==> config.mk <==
export PLATFORM = sky130hd
export DESIGN_NAME = mul_arbiter_flat
export DESIGN_NICKNAME = d
export VERILOG_FILES = /design/src/rtl/mul_arbiter_if.sv /design/src/rtl/mul_arbiter.sv /design/src/flat_wrapper.sv
export SDC_FILE = /design/constraint.sdc
export NUM_CORES = 1
export LEC_CHECK = 0
export CAP_MARGIN = 20
export CORE_AREA = 4 4 181 183
export CTS_CLUSTER_DIAMETER = 40
export CTS_CLUSTER_SIZE = 28
export DETAILED_ROUTE_END_ITERATION = 16
export DIE_AREA = 0 0 185 187
export GPL_TIMING_DRIVEN = 0
export PLACE_DENSITY = 0.69
export SETUP_SLACK_MARGIN = 0.4
export SYNTH_ARGS = -nofsm -noshare
export SYNTH_HDL_FRONTEND = slang
export SYNTH_SLANG_ARGS = --single-unit
==> constraint.sdc <==
create_clock -name clk -period 4.7 [get_ports clk]
set_clock_uncertainty 0.1 [all_clocks]
set_input_delay 0.94 -clock clk [delete_from_list [all_inputs] [get_ports clk]]
set_output_delay 0.94 -clock clk [all_outputs]
set_load 0.1 [all_outputs]
==> src/rtl/mul_arbiter_if.sv <==
// mul_arbiter_if: bundles the requester-side handshake and the
// shared-multiplier bus of mul_arbiter.
//   slave  modport: arbiter view (takes requests and multiplier results,
//                   drives ack/valid/product/err/busy and multiplier controls)
//   master modport: environment view (requesters plus shared multiplier)
interface mul_arbiter_if #(
   parameter int DATA_BITS = 32,
   parameter int REQ_NUM   = 4
);
   localparam int RESULT_BITS = 2 * DATA_BITS;

   logic [REQ_NUM-1:0]           req;
   logic [REQ_NUM-1:0]           req_sign;
   logic [REQ_NUM*DATA_BITS-1:0] req_a;
   logic [REQ_NUM*DATA_BITS-1:0] req_b;
   logic [REQ_NUM-1:0]           ack;
   logic [REQ_NUM-1:0]           valid;
   logic [RESULT_BITS-1:0]       product;
   logic                         err;
   logic                         busy;
   logic                         mul_en;
   logic                         mul_sign;
   logic [DATA_BITS-1:0]         mul_cand;
   logic [DATA_BITS-1:0]         mul_plier;
   logic                         mul_done;
   logic [RESULT_BITS-1:0]       mul_product;

   modport slave (
      input  req, req_sign, req_a, req_b, mul_done, mul_product,
      output ack, valid, product, err, busy, mul_en, mul_sign, mul_cand, mul_plier
   );

   modport master (
      output req, req_sign, req_a, req_b, mul_done, mul_product,
      input  ack, valid, product, err, busy, mul_en, mul_sign, mul_cand, mul_plier
   );
endinterface

==> src/rtl/mul_arbiter.sv <==
// mul_arbiter: round-robin arbiter sharing one multiplier among REQ_NUM
// requesters. One operation in flight at a time: IDLE picks a winner and
// captures its operands, ISSUE pulses ack/mul_en, WAIT waits for mul_done
// (or aborts after TIMEOUT cycles), RESP pulses valid (with err on abort).
// Ports:
//   clk    rising-edge clock
//   rst_n  asynchronous active-low reset
//   bus    mul_arbiter_if.slave (requests, ack/valid/product/err/busy,
//          shared-multiplier controls and results)
// All outputs are registered; each is computed from the next state so it
// lines up with the state it belongs to.
module mul_arbiter #(
   parameter int DATA_BITS = 32,
   parameter int REQ_NUM   = 4,
   parameter int TIMEOUT   = 255
) (
   input logic          clk,
   input logic          rst_n,
   mul_arbiter_if.slave bus
);
   localparam int RESULT_BITS = 2 * DATA_BITS;
   localparam int IDX_W       = (REQ_NUM > 2) ? 2 : 1;

   typedef enum logic [1:0] {
      ST_IDLE  = 2'd0,
      ST_ISSUE = 2'd1,
      ST_WAIT  = 2'd2,
      ST_RESP  = 2'd3
   } state_t;

   state_t                 state_q, state_d;
   logic [IDX_W-1:0]       ptr_q, ptr_d;
   logic [IDX_W-1:0]       gid_q, gid_d;
   logic [DATA_BITS-1:0]   cand_q, cand_d;
   logic [DATA_BITS-1:0]   plier_q, plier_d;
   logic                   sign_q, sign_d;
   logic [15:0]            cnt_q, cnt_d;
   logic                   errflag_q, errflag_d;
   logic [RESULT_BITS-1:0] product_q, product_d;
   logic [REQ_NUM-1:0]     ack_q, ack_d;
   logic [REQ_NUM-1:0]     valid_q, valid_d;
   logic                   err_q, err_d;
   logic                   busy_q, busy_d;
   logic                   mul_en_q, mul_en_d;

   logic                   win_found;
   logic [IDX_W-1:0]       win_idx;
   int                     scan_j;

   function automatic logic [REQ_NUM-1:0] onehot(input logic [IDX_W-1:0] idx);
      logic [REQ_NUM-1:0] v;
      v      = {REQ_NUM{1'b0}};
      v[idx] = 1'b1;
      return v;
   endfunction

   // Round-robin search: first set req bit at or above ptr, wrapping.
   always_comb begin
      win_found = 1'b0;
      win_idx   = ptr_q;
      scan_j    = 0;
      for (int k = 0; k < REQ_NUM; k++) begin
         scan_j = int'(ptr_q) + k;
         if (scan_j >= REQ_NUM) begin
            scan_j = scan_j - REQ_NUM;
         end else begin
            scan_j = scan_j;
         end
         if (!win_found && bus.req[scan_j[IDX_W-1:0]]) begin
            win_found = 1'b1;
            win_idx   = scan_j[IDX_W-1:0];
         end else begin
            win_found = win_found;
         end
      end
   end

   // Next-state and next-output logic.
   always_comb begin
      state_d   = state_q;
      ptr_d     = ptr_q;
      gid_d     = gid_q;
      cand_d    = cand_q;
      plier_d   = plier_q;
      sign_d    = sign_q;
      cnt_d     = cnt_q;
      errflag_d = errflag_q;
      product_d = product_q;
      ack_d     = {REQ_NUM{1'b0}};
      valid_d   = {REQ_NUM{1'b0}};
      err_d     = 1'b0;
      mul_en_d  = 1'b0;
      case (state_q)
         ST_IDLE: begin
            if (win_found) begin
               gid_d    = win_idx;
               cand_d   = bus.req_a[win_idx*DATA_BITS +: DATA_BITS];
               plier_d  = bus.req_b[win_idx*DATA_BITS +: DATA_BITS];
               sign_d   = bus.req_sign[win_idx];
               ptr_d    = (win_idx == IDX_W'(REQ_NUM - 1)) ? {IDX_W{1'b0}}
                                                           : win_idx + IDX_W'(1);
               ack_d    = onehot(win_idx);
               mul_en_d = 1'b1;
               state_d  = ST_ISSUE;
            end else begin
               state_d = ST_IDLE;
            end
         end
         ST_ISSUE: begin
            cnt_d   = 16'd0;
            state_d = ST_WAIT;
         end
         ST_WAIT: begin
            // mul_done wins over a timeout landing on the same cycle.
            if (bus.mul_done) begin
               product_d = bus.mul_product;
               errflag_d = 1'b0;
               valid_d   = onehot(gid_q);
               err_d     = 1'b0;
               state_d   = ST_RESP;
            end else if (cnt_q == 16'(TIMEOUT - 1)) begin
               errflag_d = 1'b1;
               valid_d   = onehot(gid_q);
               err_d     = 1'b1;
               state_d   = ST_RESP;
            end else begin
               cnt_d = cnt_q + 16'd1;
            end
         end
         ST_RESP: begin
            state_d = ST_IDLE;
         end
         default: begin
            state_d = ST_IDLE;
         end
      endcase
      busy_d = (state_d != ST_IDLE);
   end

   // State register and registered outputs.
   always_ff @(posedge clk or negedge rst_n) begin
      if (!rst_n) begin
         state_q   <= ST_IDLE;
         ptr_q     <= {IDX_W{1'b0}};
         gid_q     <= {IDX_W{1'b0}};
         cand_q    <= {DATA_BITS{1'b0}};
         plier_q   <= {DATA_BITS{1'b0}};
         sign_q    <= 1'b0;
         cnt_q     <= 16'd0;
         errflag_q <= 1'b0;
         product_q <= {RESULT_BITS{1'b0}};
         ack_q     <= {REQ_NUM{1'b0}};
         valid_q   <= {REQ_NUM{1'b0}};
         err_q     <= 1'b0;
         busy_q    <= 1'b0;
         mul_en_q  <= 1'b0;
      end else begin
         state_q   <= state_d;
         ptr_q     <= ptr_d;
         gid_q     <= gid_d;
         cand_q    <= cand_d;
         plier_q   <= plier_d;
         sign_q    <= sign_d;
         cnt_q     <= cnt_d;
         errflag_q <= errflag_d;
         product_q <= product_d;
         ack_q     <= ack_d;
         valid_q   <= valid_d;
         err_q     <= err_d;
         busy_q    <= busy_d;
         mul_en_q  <= mul_en_d;
      end
   end

   assign bus.ack       = ack_q;
   assign bus.valid     = valid_q;
   assign bus.product   = product_q;
   assign bus.err       = err_q;
   assign bus.busy      = busy_q;
   assign bus.mul_en    = mul_en_q;
   assign bus.mul_sign  = sign_q;
   assign bus.mul_cand  = cand_q;
   assign bus.mul_plier = plier_q;
endmodule

==> src/flat_wrapper.sv <==
// flat-port wrapper written by rule: the top's interface ports become plain ports
module mul_arbiter_flat 
#(
   parameter int DATA_BITS = 32,
   parameter int REQ_NUM   = 4,
   parameter int TIMEOUT   = 255
)
  (clk, rst_n, bus_req, bus_req_sign, bus_req_a, bus_req_b, bus_mul_done, bus_mul_product, bus_ack, bus_valid, bus_product, bus_err, bus_busy, bus_mul_en, bus_mul_sign, bus_mul_cand, bus_mul_plier);
  mul_arbiter_if #(.DATA_BITS(DATA_BITS), .REQ_NUM(REQ_NUM)) bus_i ();
  input logic clk;
  input logic rst_n;
  input wire logic [$bits(bus_i.req)-1:0] bus_req;
  input wire logic [$bits(bus_i.req_sign)-1:0] bus_req_sign;
  input wire logic [$bits(bus_i.req_a)-1:0] bus_req_a;
  input wire logic [$bits(bus_i.req_b)-1:0] bus_req_b;
  input wire logic [$bits(bus_i.mul_done)-1:0] bus_mul_done;
  input wire logic [$bits(bus_i.mul_product)-1:0] bus_mul_product;
  output wire logic [$bits(bus_i.ack)-1:0] bus_ack;
  output wire logic [$bits(bus_i.valid)-1:0] bus_valid;
  output wire logic [$bits(bus_i.product)-1:0] bus_product;
  output wire logic [$bits(bus_i.err)-1:0] bus_err;
  output wire logic [$bits(bus_i.busy)-1:0] bus_busy;
  output wire logic [$bits(bus_i.mul_en)-1:0] bus_mul_en;
  output wire logic [$bits(bus_i.mul_sign)-1:0] bus_mul_sign;
  output wire logic [$bits(bus_i.mul_cand)-1:0] bus_mul_cand;
  output wire logic [$bits(bus_i.mul_plier)-1:0] bus_mul_plier;
  assign bus_i.req = bus_req;
  assign bus_i.req_sign = bus_req_sign;
  assign bus_i.req_a = bus_req_a;
  assign bus_i.req_b = bus_req_b;
  assign bus_i.mul_done = bus_mul_done;
  assign bus_i.mul_product = bus_mul_product;
  assign bus_ack = bus_i.ack;
  assign bus_valid = bus_i.valid;
  assign bus_product = bus_i.product;
  assign bus_err = bus_i.err;
  assign bus_busy = bus_i.busy;
  assign bus_mul_en = bus_i.mul_en;
  assign bus_mul_sign = bus_i.mul_sign;
  assign bus_mul_cand = bus_i.mul_cand;
  assign bus_mul_plier = bus_i.mul_plier;
  mul_arbiter #(.DATA_BITS(DATA_BITS), .REQ_NUM(REQ_NUM), .TIMEOUT(TIMEOUT)) u_core (.clk(clk), .rst_n(rst_n), .bus(bus_i));
endmodule
**After elaboration in Yosys (flattened, before gate mapping)**

Cells that the tools add are included.

- Flip-flop bits (word level): 162
- Logic and storage cells: 101
- Input port bits: 331
- Output and inout bits: 140

- Reduce and logical (&&, ||, !) cells: 14
- Magnitude comparators: 12
- Add/subtract/negate cells: 9
- Equal/unequal tests: 7
- Muxes and demuxes: 44
- Shift operators: 2

Operator list:

| kind | number |
|---|---|
| variable part select 128 x 8 -> 32 bit | 2 |
| two-way mux 16 bit | 2 |
| case mux 16 bit (2 select lines) | 1 |
| two-way mux 2 bit | 11 |
| two-way mux 4 bit | 5 |
| less-than comparator 2 x 3 -> 1 bit, second input constant | 6 |
| two-way mux 1 bit | 17 |
| adder 16 x 1 -> 16 bit, second input constant | 1 |
| == test 16 x 8 -> 1 bit, second input constant | 1 |
| binary-select mux 1 bit (select 2 bit) | 5 |
| >= comparator 3 bit, second input constant | 3 |
| case mux 2 bit (4 select lines) | 1 |
| subtractor 2 x 1 -> 2 bit, second input constant | 4 |
| adder 2 x 2 -> 3 bit, second input constant | 2 |
| == test 2 bit, second input constant | 3 |
| logical AND 1 bit | 5 |
| demux 1 bit (select 2 bit) | 2 |
| >= comparator 2 x 1 -> 1 bit, second input constant | 2 |
| != test 2 bit, second input constant | 2 |
| AND reduction 2 bit | 2 |
| nonzero test 2 bit | 2 |
| adder 2 x 1 -> 3 bit, second input constant | 1 |
| >= comparator 2 x 3 -> 1 bit, second input constant | 1 |
| zero test 1 bit | 3 |
| other kinds (4) | 4 |

**Logic depth before layout (Yosys ltp)**

Gate-level depths: netlist of the first run.

- Depth after elaboration: 20
- Depth in mapped cells: 11
- Mapped depth without buffers: 7

**Worst setup path before layout of the first run**

OpenSTA, ideal clock, no wires.

- Path kind: input -> register
- Start: in bus_req[1]
- End: reg u_core.ptr_q[0]
- Arrival time: 2591 ps
- Cell stages on the path: 10
- Path slack: 1914 ps
- Data required time: 4505 ps
- Setup time: 95 ps
- Buffers on the path: 4
- Path through: buf_2 > nor3b_1 > or4_1 > clkbuf_1 > buf_6 > buf_2 > nand2_1 > inv_1 > ha_1 > o31ai_1

- Longest elaborated chain between the ends: 14
- Elaborated cells on any way between the ends: 26
- Classes of those cells: 1 x add/sub; 1 x eq/ne; 17 x mux; 7 x reduce/logical

RTL lines:

| element | RTL line | source |
|---|---|---|
| start, declared | flat_wrapper.sv:12 | `input wire logic [$bits(bus_i.req)-1:0] bus_req;` |
| binary-select mux 1 bit (select 2 bit) | mul_arbiter.sv:69 | `if (!win_found && bus.req[scan_j[IDX_W-1:0]]) begin` |
| two-way mux 1 bit (not written as such) | mul_arbiter.sv:69 |  |
| two-way mux 1 bit | mul_arbiter.sv:69 |  |
| zero test 1 bit | mul_arbiter.sv:69 |  |
| logical AND 1 bit | mul_arbiter.sv:69 |  |
| two-way mux 1 bit | mul_arbiter.sv:69 |  |
| zero test 1 bit | mul_arbiter.sv:69 |  |
| logical AND 1 bit | mul_arbiter.sv:69 |  |
| two-way mux 1 bit | mul_arbiter.sv:69 |  |
| zero test 1 bit | mul_arbiter.sv:69 |  |
| logical AND 1 bit | mul_arbiter.sv:69 |  |
| two-way mux 2 bit | mul_arbiter.sv:69 |  |
| adder 2 x 1 -> 2 bit / == test 2 bit (equally long branches) | mul_arbiter.sv:101, mul_arbiter.sv:100 |  |
| two-way mux 2 bit | mul_arbiter.sv:100 | `ptr_d = (win_idx == IDX_W'(REQ_NUM - 1)) ? {IDX_W{1'b0}}` |
| end signal, assigned | mul_arbiter.sv:144 | `ptr_q <= {IDX_W{1'b0}};` |
| end signal, assigned | mul_arbiter.sv:159 | `ptr_q <= ptr_d;` |
| end, declared | mul_arbiter.sv:32 | `logic [IDX_W-1:0] ptr_q, ptr_d;` |

Parallel ways exist; a longest one is shown, timed or not. The select of a mux whose other input is x is not followed.
A chain may end at the register's enable or synchronous reset.

**Worst setup path in the final report of the first run**

- Start: in bus_req[2]
- End: reg u_core.cand_q[31] (netlist: u_core.bus.mul_cand[31])

- Longest elaborated chain between the ends: 13
- Elaborated cells on any way between the ends: 24
- Classes of those cells: 1 x shift; 16 x mux; 7 x reduce/logical

RTL lines:

| element | RTL line | source |
|---|---|---|
| binary-select mux 1 bit (select 2 bit) | mul_arbiter.sv:69 |  |
| two-way mux 1 bit (not written as such) | mul_arbiter.sv:69 |  |
| two-way mux 1 bit | mul_arbiter.sv:69 |  |
| zero test 1 bit | mul_arbiter.sv:69 |  |
| logical AND 1 bit | mul_arbiter.sv:69 |  |
| two-way mux 1 bit | mul_arbiter.sv:69 |  |
| zero test 1 bit | mul_arbiter.sv:69 |  |
| logical AND 1 bit | mul_arbiter.sv:69 |  |
| two-way mux 1 bit | mul_arbiter.sv:69 |  |
| zero test 1 bit | mul_arbiter.sv:69 |  |
| logical AND 1 bit | mul_arbiter.sv:69 |  |
| two-way mux 2 bit / two-way mux 1 bit (equally long branches) | mul_arbiter.sv:69 |  |
| variable part select 128 x 8 -> 32 bit / AND reduction 2 bit (equally long branches) | -- |  |
| end signal, assigned | mul_arbiter.sv:146 | `cand_q <= {DATA_BITS{1'b0}};` |
| end signal, assigned | mul_arbiter.sv:161 | `cand_q <= cand_d;` |
| end, declared | mul_arbiter.sv:34 | `logic [DATA_BITS-1:0] cand_q, cand_d;` |

Parallel ways exist; a longest one is shown, timed or not. The select of a mux whose other input is x is not followed.

==> results of run 1 <==
path summary, 6_finish.rpt:
check / startpoint / end / slack, ps / cells after the start
setup / recovery: bus_req[2] / u_core.bus.mul_cand[31] / 850 / 8
hold / removal: rst_n / u_core.bus.product[30] / 370 / 1
setup reg to reg: u_core.ptr_q[1] / u_core.bus.mul_cand[31] / 1480 / 7
hold reg to reg: u_core.bus.mul_plier[5] / u_core.bus.mul_plier[5] / 390 / 1
max in group asynchronous: rst_n / u_core.bus.mul_cand[2] / 3250 / 2
min in group clk: u_core.bus.mul_plier[5] / u_core.bus.mul_plier[5] / 390 / 1
worst reg2reg max path, delay by kind of cell (launching register included):
family,cells,cell delay (ps)
AO/OA/AOI/OAI,3,660
flip-flops,1,460
AND/OR/NAND/NOR,2,810
buffers and inverters,2,1130
power breakdown:
part | switching (W) | total [W] | internal [W]
sequential | 0.000368 | 0.00238 | 0.00201
clock | 0.000638 | 0.00150 | 0.000866
combinational | 0.00610 | 0.00825 | 0.00215
sequential cells by signal, indices dropped and copies added (netlist names), 2 cells and up:
register	flops
u_core.ptr_q	2
u_core.cnt_q	16
u_core.bus.product	64
u_core.state_q	2
u_core.gid_q	2
u_core.bus.mul_cand	32
u_core.bus.ack	4
u_core.bus.valid	4
u_core.bus.mul_plier	32
layout by cell type, fill, tap and decap left out, drive strengths merged, types with 2 or more instances in the layout:
master	count
nand3	141
a211o	65
ha	6
diode	2
nor4	2
nor3	7
nor2	8
clkdlybuf4s50	467
clkinvlp	2
mux2	64
or2	3
nand2	17
o31ai	5
and2	5
nor3b	3
inv	13
a21oi	136
buf	27
or3	2
dfrtp	162
nor2b	3
or4	3
a31oi	4
bufinv	3
nand2b	2
nand4	8
o311ai	2
clkbuf	88
and3	3
mux2i	4
o21ai	146
metal layers:
metal | GRT usage (%) | up-vias | part of all wire, %
li1 | - | 4376 | -
met1 | 25.3 | 4700 | 37
met2 | 36.9 | 554 | 48
met3 | 8.03 | 76 | 11
met4 | 7.65 | 6 | 3.3
met5 | 0 | - | 0.12
stage by stage:
step | hold slack (ps) | setup WS, ps | area [um^2] | instances | utilization (%)
2_1_floorplan | 346 | 1910 | 8680 | 913 | -
3_3_place_gp | 369 | -4420 | 13900 | 1783 | 44.4
3_5_place_dp | 376 | 387 | 13900 | 1784 | 44.5
4_1_cts | 377 | 825 | 14500 | 1816 | 46.5
5_1_grt | 388 | 706 | 14500 | 1818 | 46.5
6_report | 367 | 848 | 14500 | 1818 | 46.5
cell type report:
cell class / count / area, um^2 / share of cell area, %
Timing Repair Buffer: 469 / 4720 / 32.5
Multi-Input combinational cell: 651 / 4190 / 28.8
Sequential cell: 162 / 4050 / 27.9
Tap cell: 402 / 503 / 3.46
Clock buffer: 20 / 447 / 3.08
Buffer: 93 / 412 / 2.84
Clock inverter: 12 / 169 / 1.16
Inverter: 7 / 26.3 / 0.181
Antenna cell: 2 / 5.00 / 0.0345
logic make-up (layout without fill, tap and decap cells):
group           after synthesis  after routing
other cells                   0              2
fa+ha+maj                     6              6
simple gates                210            210
buf+inv                     100            601
mux                          68             68
compound gates              367            367
flops                       162            162
==> results.json, run 1 <==
{
  "die_w_um": 185,
  "grt_pass1_vias": 9919,
  "die_y_um": 187,
  "clock.fmax_mhz": 260,
  "status": "complete, no violations",
  "tightestPinTransition_ps": 1080,
  "timing.max_cap.violations": 0,
  "p_total_w": 0.0121,
  "syn-cell-area_um2": 8680,
  "synth_common_cells": "dfrtp_1 (162), o21ai_0 (146), nand3_1 (141)",
  "startpoint_type": "input pin",
  "ys_seq_area_share_pct": 46.7,
  "period_share_pct": 81.9,
  "ys.flop_type": "dfrtp_1",
  "clock_path_buffers": 2,
  "slew_viol_final": 0,
  "port_buffers": 468,
  "post-synth-top-area-cell": "dfrtp_1",
  "min-delay-path-class": "input pin to asynchronous set/reset pin",
  "path_buf_inv": 3,
  "power_density_nw_per_um2": 835,
  "leakage_nw": 5.96,
  "cts.sinks": 162,
  "insertion_delay_ps": 420,
  "top_level_ports": 471,
  "post_drt_wl_per_cell_um": 21.9,
  "cts-resized-gates": 0,
  "synth-simple-area-share_pct": 12.6,
  "gp_congestion": 0.895,
  "synthCells": 913,
  "yosysUniqueCellTypes": 45,
  "drt-vias-per-instance": 5.34,
  "clockRootBuffer": "clkbuf_16",
  "htreeDepth": 4,
  "cp_data_arrival_time_ps": 4120,
  "synth_edf_count": 0,
  "grt_overflow_total": 0,
  "grt_pass1_wl_mm": 58.5,
  "grt_max_degree": 89,
  "dr.pass1.iters": 6,
  "fillers": 2978,
  "required_ps": 4970,
  "critPathMaxFanout": 10,
  "syn_to_final_growth_pct": 67.3,
  "synthMostInstantiatedCell": "dfrtp_1",
  "setup_tns_ps": 0,
  "synth-xor-area-share_pct": 0,
  "core_um2": 31200,
  "crit_path_max_incr_delay_ps": 700,
  "final_antenna_net_count": 0,
  "cts_tree": "yes",
  "ir_worst_vdd_mv": 0.688,
  "rsz0062_at_grt": "no",
  "setup_violations": 0,
  "cts_setup_buffers": 0,
  "synth_compound_area_share_pct": 26.0,
  "drive_above_1_share_pct": 11.0,
  "syn_nets": 1250,
  "path_cells": "clkdlybuf4s50_1 > nor2b_1 > nor4_2 > clkbuf_1 > clkbuf_1 > o21ai_0 > a21oi_1 > a211o_1",
  "critical_path_class": "input pin to register",
  "yosys_register_bits": 162,
  "cpMostUsedCell": "clkbuf_1",
  "slowest_stage": "clkbuf_1",
  "routed_wl_mm": 39.8,
  "end_kind": "register",
  "synthArstFlopShare_pct": 100,
  "track_usage_pct": 21.8,
  "yosys_warnings": 0,
  "synthAdderAreaFrac_pct": 0.865,
  "synthTopCellsByArea": "dfrtp_1 (47%), o21ai_0 (8.4%), mux2_2 (8.3%)",
  "clkTransAtPathRegs_ps": 70,
  "syn_avg_cell_area_um2": 9.50,
  "drcViolationCount": 0,
  "hold_viol_final": 0,
  "fin_crit_ps": 3850,
  "synth_top_area_share_pct": 46.7,
  "drt_iter0_drc": 554,
  "cp_top_family": "buffers and inverters",
  "placementRows": 65,
  "cts_buffers": 17,
  "start_util_pct": 27.8,
  "nNetsFinal": 1738,
  "muxShareOfSynthArea_pct": 8.77,
  "synth_top_family_by_area": "compound AO/OA/AOI/OAI gates",
  "antenna_found_initial": 6,
  "num_vias": 9712,
  "post-dp-hpwl_mm": 30.8,
  "slew_headroom_pct": 27.9,
  "die_area_um2": 34600,
  "hold_buffers": 0
}
Power figures use the tool's default switching activity.
==> run 2, diff against run 1 <==
- clock period: 4.7 -> 3.6 ns (I/O delays scaled with it)
==> run 2 against run 1 <==
Register-to-register slack worse by 530 ps. Sequential power up 31%. Combinational power up 31%. Via count down 0.12%. Critical path depth unchanged. Sequential share of layout area down 0.058 points. Setup slack worse by 310 ps. Clock power up 31%. Largest cell class unchanged. Largest power group unchanged. Highest routed layer unchanged.
==> results.json, run 2 (synthesized netlist as in run 1, its figures left out) <==
{
  "status": "complete, no violations",
  "fillers": 2978,
  "num_vias": 9700,
  "timing.max_cap.violations": 0,
  "clkPwrFrac_pct": 12.4,
  "dr.max_layer_used": "met5",
  "post_drt_wl_per_cell_um": 22.0,
  "setup_tns_ps": 0,
  "routed_wl_mm": 39.9,
  "clock.fmax_mhz": 327,
  "cp_data_arrival_time_ps": 3330,
  "timing.rr.start": "u_core.ptr_q[1]",
  "core_um2": 31200,
  "clockRootBuffer": "clkbuf_16",
  "rsz0062_at_grt": "no",
  "post-dp-hpwl_mm": 30.8,
  "drcViolationCount": 0,
  "p_sw_share_pct": 58.6,
  "r2r_end": "u_core.bus.mul_cand[31]",
  "layout_common_cells": "clkdlybuf4s50_1 (467), dfrtp_1 (162), o21ai_0 (146)",
  "drt_iter0_drc": 552,
  "power_density_nw_per_um2": 1090,
  "die_w_um": 185,
  "drive_above_1_share_pct": 11.6,
  "dp_cells": 1784,
  "period_share_pct": 84.9,
  "grt_pass1_vias": 9922,
  "tightestPinTransition_ps": 1080,
  "min-delay-path-class": "input pin to asynchronous set/reset pin",
  "cts_buffers": 17,
  "wirelength_met1_mm": 15.0,
  "port_buffers": 468,
  "track_usage_pct": 21.8,
  "final_antenna_net_count": 0,
  "rr_worst_depth": 7,
  "layout.cells.most_common": "clkdlybuf4s50_1",
  "nNetsFinal": 1738,
  "hold_viol_final": 0,
  "largest_reg_flops": 64,
  "top_level_ports": 471,
  "fin_area_um2": 14500,
  "start_util_pct": 27.8,
  "layout.cells.non_filler": 1818,
  "clock_path_buffers": 2,
  "place_area_um2": 13900,
  "hold_buffers": 0,
  "antenna_found_initial": 6,
  "grt_max_degree": 89,
  "cts_tree": "yes",
  "drt-vias-per-instance": 5.34,
  "power_frac_seq_pct": 19.6,
  "die_area_um2": 34600,
  "syn_to_final_growth_pct": 67.7,
  "slew_viol_final": 0,
  "dr_wl_met3_mm": 4.27,
  "end_kind": "register",
  "clkTransAtPathRegs_ps": 80,
  "die_y_um": 187,
  "combPwrFrac_pct": 68.0,
  "setup_violations": 0,
  "multi_input_area_um2": 4210,
  "htreeDepth": 4,
  "r2r_setup_slack_ps": 950,
  "wl_met2_mm": 19.3,
  "cts.sinks": 162,
  "slew_headroom_pct": 27.5,
  "leakage_nw": 5.98,
  "internal_power_w": 0.00657,
  "grt_overflow_total": 0,
  "p_switching_w": 0.00929,
  "required_ps": 3880,
  "placementRows": 65,
  "grt_pass1_wl_mm": 58.6,
  "gp_congestion": 0.895,
  "startpoint_type": "input pin",
  "cts_setup_buffers": 0,
  "seq_area_um2": 4050,
  "fin_crit_ps": 3060,
  "critical_path_class": "input pin to register",
  "ir_worst_vdd_mv": 0.898,
  "dr.pass1.iters": 5,
  "cts-resized-gates": 4,
  "insertion_delay_ps": 430,
  "critPathMaxFanout": 10
}
-- run 2: how the worst max path moves through the flow --
stage | endpoint | slack (ps) | from | cells past startpoint
2_1_floorplan | u_core.ptr_q[0] | 1030 | bus_req[1] | 10
3_3_place_gp | u_core.bus.mul_cand[25] | -5300 | rst_n | 1
3_5_place_dp | u_core.bus.mul_cand[31] | -490 | bus_req[2] | 8
4_1_cts | u_core.bus.mul_cand[31] | 400 | bus_req[2] | 8
5_1_grt | u_core.bus.mul_plier[1] | 410 | bus_req[2] | 8
6_report | u_core.bus.mul_plier[28] | 540 | bus_req[2] | 8
-- run 2: final cells by class --
class                           instances  share of cell area (%)
Antenna cell                            2                  0.0344
Buffer                                 93                    2.88
Clock buffer                           20                    3.07
Clock inverter                         12                    1.16
Inverter                                7                   0.181
Multi-Input combinational cell        651                    28.9
Sequential cell                       162                    27.9
Tap cell                              402                    3.46
Timing Repair Buffer                  469                    32.4
-- run 2: metrics by stage --
step                total power [W]  utilization, %  worst slack [ps]  hold WS [ps]
floorplan                    0.0108               -              1030           324
global placement             0.0138            44.4             -5300           369
detailed placement           0.0139            44.5              -493           376
CTS                          0.0159            46.5               405           157
global route                 0.0165            46.6               408           168
finish                       0.0159            46.6               543           146
-- run 2: worst max-delay path, cell delays in order --
cell,delay (ps)
clkdlybuf4s50_1,510
nor2b_1,230
nor4_4,470
buf_2,420
clkbuf_1,450
o21ai_0,250
a21oi_1,170
a211o_1,100
-- run 2: power groups by stage --
stage / registers [W] / logic, W / clock network, W
after floorplan: 0.00833 / 0.00250 / 0
after global placement: 0.00309 / 0.0107 / 0
after detailed placement: 0.00312 / 0.0108 / 0
after CTS: 0.00310 / 0.0108 / 0.00201
after global routing: 0.00319 / 0.0112 / 0.00210
final: 0.00311 / 0.0108 / 0.00197
-- run 2: per-layer routing --
| layer | global-route usage [%] | up-vias |
|---|---|---|
| met5 | 0 | - |
| met4 | 7.65 | 6 |
| met3 | 8.03 | 72 |
| met2 | 36.9 | 518 |
| met1 | 25.4 | 4732 |
| li1 | - | 4372 |
==> run 3, diff against run 2 <==
- clock period: 3.6 -> 2.98 ns (I/O delays scaled with it)
==> run 3 against run 2 <==
Via count increased by 0.14%. Utilization decreased by 0.22 points. Critical path depth unchanged. Final area decreased by 0.48%. Worst hold slack got worse by 120 ps. Total power increased by 17%. Non-clock buffer count increased by 3. Clock power increased by 20%. Die area unchanged. Highest routed layer unchanged. Sequential cell count unchanged. Wire length about the same. Sequential power increased by 19%.
==> results.json, run 3 (synthesized netlist as in run 1, its figures left out) <==
{
  "status": "complete, no violations",
  "nNetsFinal": 1741,
  "fillers": 3029,
  "grt_pass1_wl_mm": 58.8,
  "path_buf_inv": 4,
  "routed_wl_mm": 39.9,
  "insertion_delay_ps": 420,
  "clkTransAtPathRegs_ps": 70,
  "die_area_um2": 34600,
  "top_level_ports": 471,
  "layout.cells.non_filler": 1822,
  "num_vias": 9714,
  "combPwrFrac_pct": 67.2,
  "p_total_w": 0.0186,
  "setup_violations": 0,
  "slowest_stage": "clkbuf_1",
  "largest_reg_flops": 64,
  "tightestPinTransition_ps": 1070,
  "drive_above_1_share_pct": 13.1,
  "dp_cells": 1784,
  "grt_max_degree": 89,
  "grt_pass1_vias": 9972,
  "clock.fmax_mhz": 403,
  "track_usage_pct": 21.9,
  "fin_crit_ps": 2480,
  "end_kind": "register",
  "drt-vias-per-instance": 5.33,
  "cts_buffers": 17,
  "core_um2": 31200,
  "required_ps": 3190,
  "drt_iter0_drc": 630,
  "slew_headroom_pct": 29.2,
  "layout_common_cells": "clkdlybuf4s50_1 (324), dfrtp_1 (161), o21ai_0 (145)",
  "power_density_nw_per_um2": 1280,
  "cp_data_arrival_time_ps": 2700,
  "p_switching_w": 0.0112,
  "rsz0062_at_grt": "no",
  "post-dp-hpwl_mm": 30.8,
  "power_frac_seq_pct": 20.0,
  "placementRows": 65,
  "min-delay-path-class": "input pin to asynchronous set/reset pin",
  "cts_tree": "yes",
  "hold_buffers": 0,
  "path_cells": "dlygate4sd2_1 > o41ai_2 > buf_6 > inv_2 > o31ai_4 > clkbuf_1 > a21oi_1 > a211o_1",
  "start_util_pct": 27.8,
  "timing.max_cap.violations": 0,
  "cts.sinks": 162,
  "grt_overflow_total": 0,
  "fin_area_um2": 14500,
  "hold_ws_ps": 21.4,
  "period_share_pct": 83.3,
  "final_antenna_net_count": 0,
  "ir_worst_vdd_mv": 1.04,
  "critical_path_class": "input pin to register",
  "gp_congestion": 0.895,
  "antenna_found_initial": 6,
  "startpoint_type": "input pin",
  "layout.cells.most_common": "clkdlybuf4s50_1",
  "clock_path_buffers": 2,
  "htreeDepth": 4,
  "internal_power_w": 0.00738,
  "port_buffers": 468,
  "slew_viol_final": 0,
  "die_w_um": 185,
  "die_y_um": 187,
  "hold_viol_final": 0,
  "p_sw_share_pct": 60.3,
  "post_drt_wl_per_cell_um": 21.9,
  "cp_top_family": "buffers and inverters",
  "clockRootBuffer": "clkbuf_16",
  "clkPwrFrac_pct": 12.8,
  "place_area_um2": 13900,
  "critPathMaxFanout": 10,
  "drcViolationCount": 0,
  "leakage_nw": 6.37,
  "setup_tns_ps": 0,
  "crit_path_max_incr_delay_ps": 480,
  "syn_to_final_growth_pct": 66.8,
  "dr.pass1.iters": 5
}
## run 3: cell count changes in the layout (fill, tap and decap cells not counted), moves of 2 or more
cell             previous run  this run
a21oi_2                    30        32
buf_2                      15        12
clkbuf_4                    0         2
clkbuf_1                   64        53
buf_4                       2         6
clkdlybuf4s50_1           467       324
a21oi_1                   106       104
dlygate4sd2_1               0       143
buf_6                       5         7
clkbuf_2                    5        14
## run 3: layer usage
layer	track usage, %	share of wire, %	vias to the layer above
met2	37.3	49	529
met3	7.84	10	71
met1	25.4	38	4730
li1	-	-	4380
met4	7.65	3.3	4
met5	0	0.068	-
## run 3: worst reg2reg max path, stage by stage, from the launching register on
cell,delay (ps)
dfrtp_2,440
buf_4,150
nor3b_2,260
nor4_4,100
clkbuf_4,250
clkbuf_1,230
o21ai_0,400
a21oi_1,120
a211o_1,280
## run 3: what timing repair did
| action | 4_1_cts | 5_1_grt |
|---|---|---|
| pin swaps | 1 | 0 |
| buffers inserted | 1 | 2 |
| gates resized for setup | 180 | 4 |
| cloned | 0 | 0 |
| endpoints found under the setup margin | 212 | 3 |
## run 3: through the flow
stage / util, % / setup WS (ps)
2_1_floorplan: - / 538
3_3_place_gp: 44.4 / -5800
3_5_place_dp: 44.5 / -989
4_1_cts: 46.3 / 419
5_1_grt: 46.4 / 415
6_report: 46.4 / 497
## run 3: path summary, 6_finish.rpt
path,from,end,slack [ps],cells past startpoint
min in group clk,u_core.bus.mul_plier[5],u_core.bus.mul_plier[5],380,1
worst min register to register,u_core.bus.mul_plier[5],u_core.bus.mul_plier[5],380,1
worst max register to register,u_core.ptr_q[1],u_core.bus.mul_cand[29],540,8
worst max-delay path,bus_req[0],u_core.bus.mul_plier[19],500,8
worst min-delay path,rst_n,u_core.bus.product[31],20,1
max in group asynchronous,rst_n,u_core.bus.mul_cand[17],1870,2
## run 3: power by group through the flow
stage	logic, W	clock network (W)	registers, W
after detailed placement	0.0130	0	0.00377
after global routing	0.0131	0.00253	0.00382
final	0.0125	0.00237	0.00371
after global placement	0.0129	0	0.00373
after floorplan	0.00302	0	0.0101
after CTS	0.0125	0.00243	0.00371
## run 3: final cells by class
class	count	area, um^2	share of cell area (%)
Timing Repair Buffer	472	4560	31.5
Multi-Input combinational cell	651	4260	29.4
Sequential cell	162	4060	28.0
Tap cell	402	503	3.47
Buffer	93	453	3.13
Clock buffer	20	447	3.09
Clock inverter	12	169	1.17
Inverter	7	26.3	0.181
Antenna cell	3	7.51	0.0519
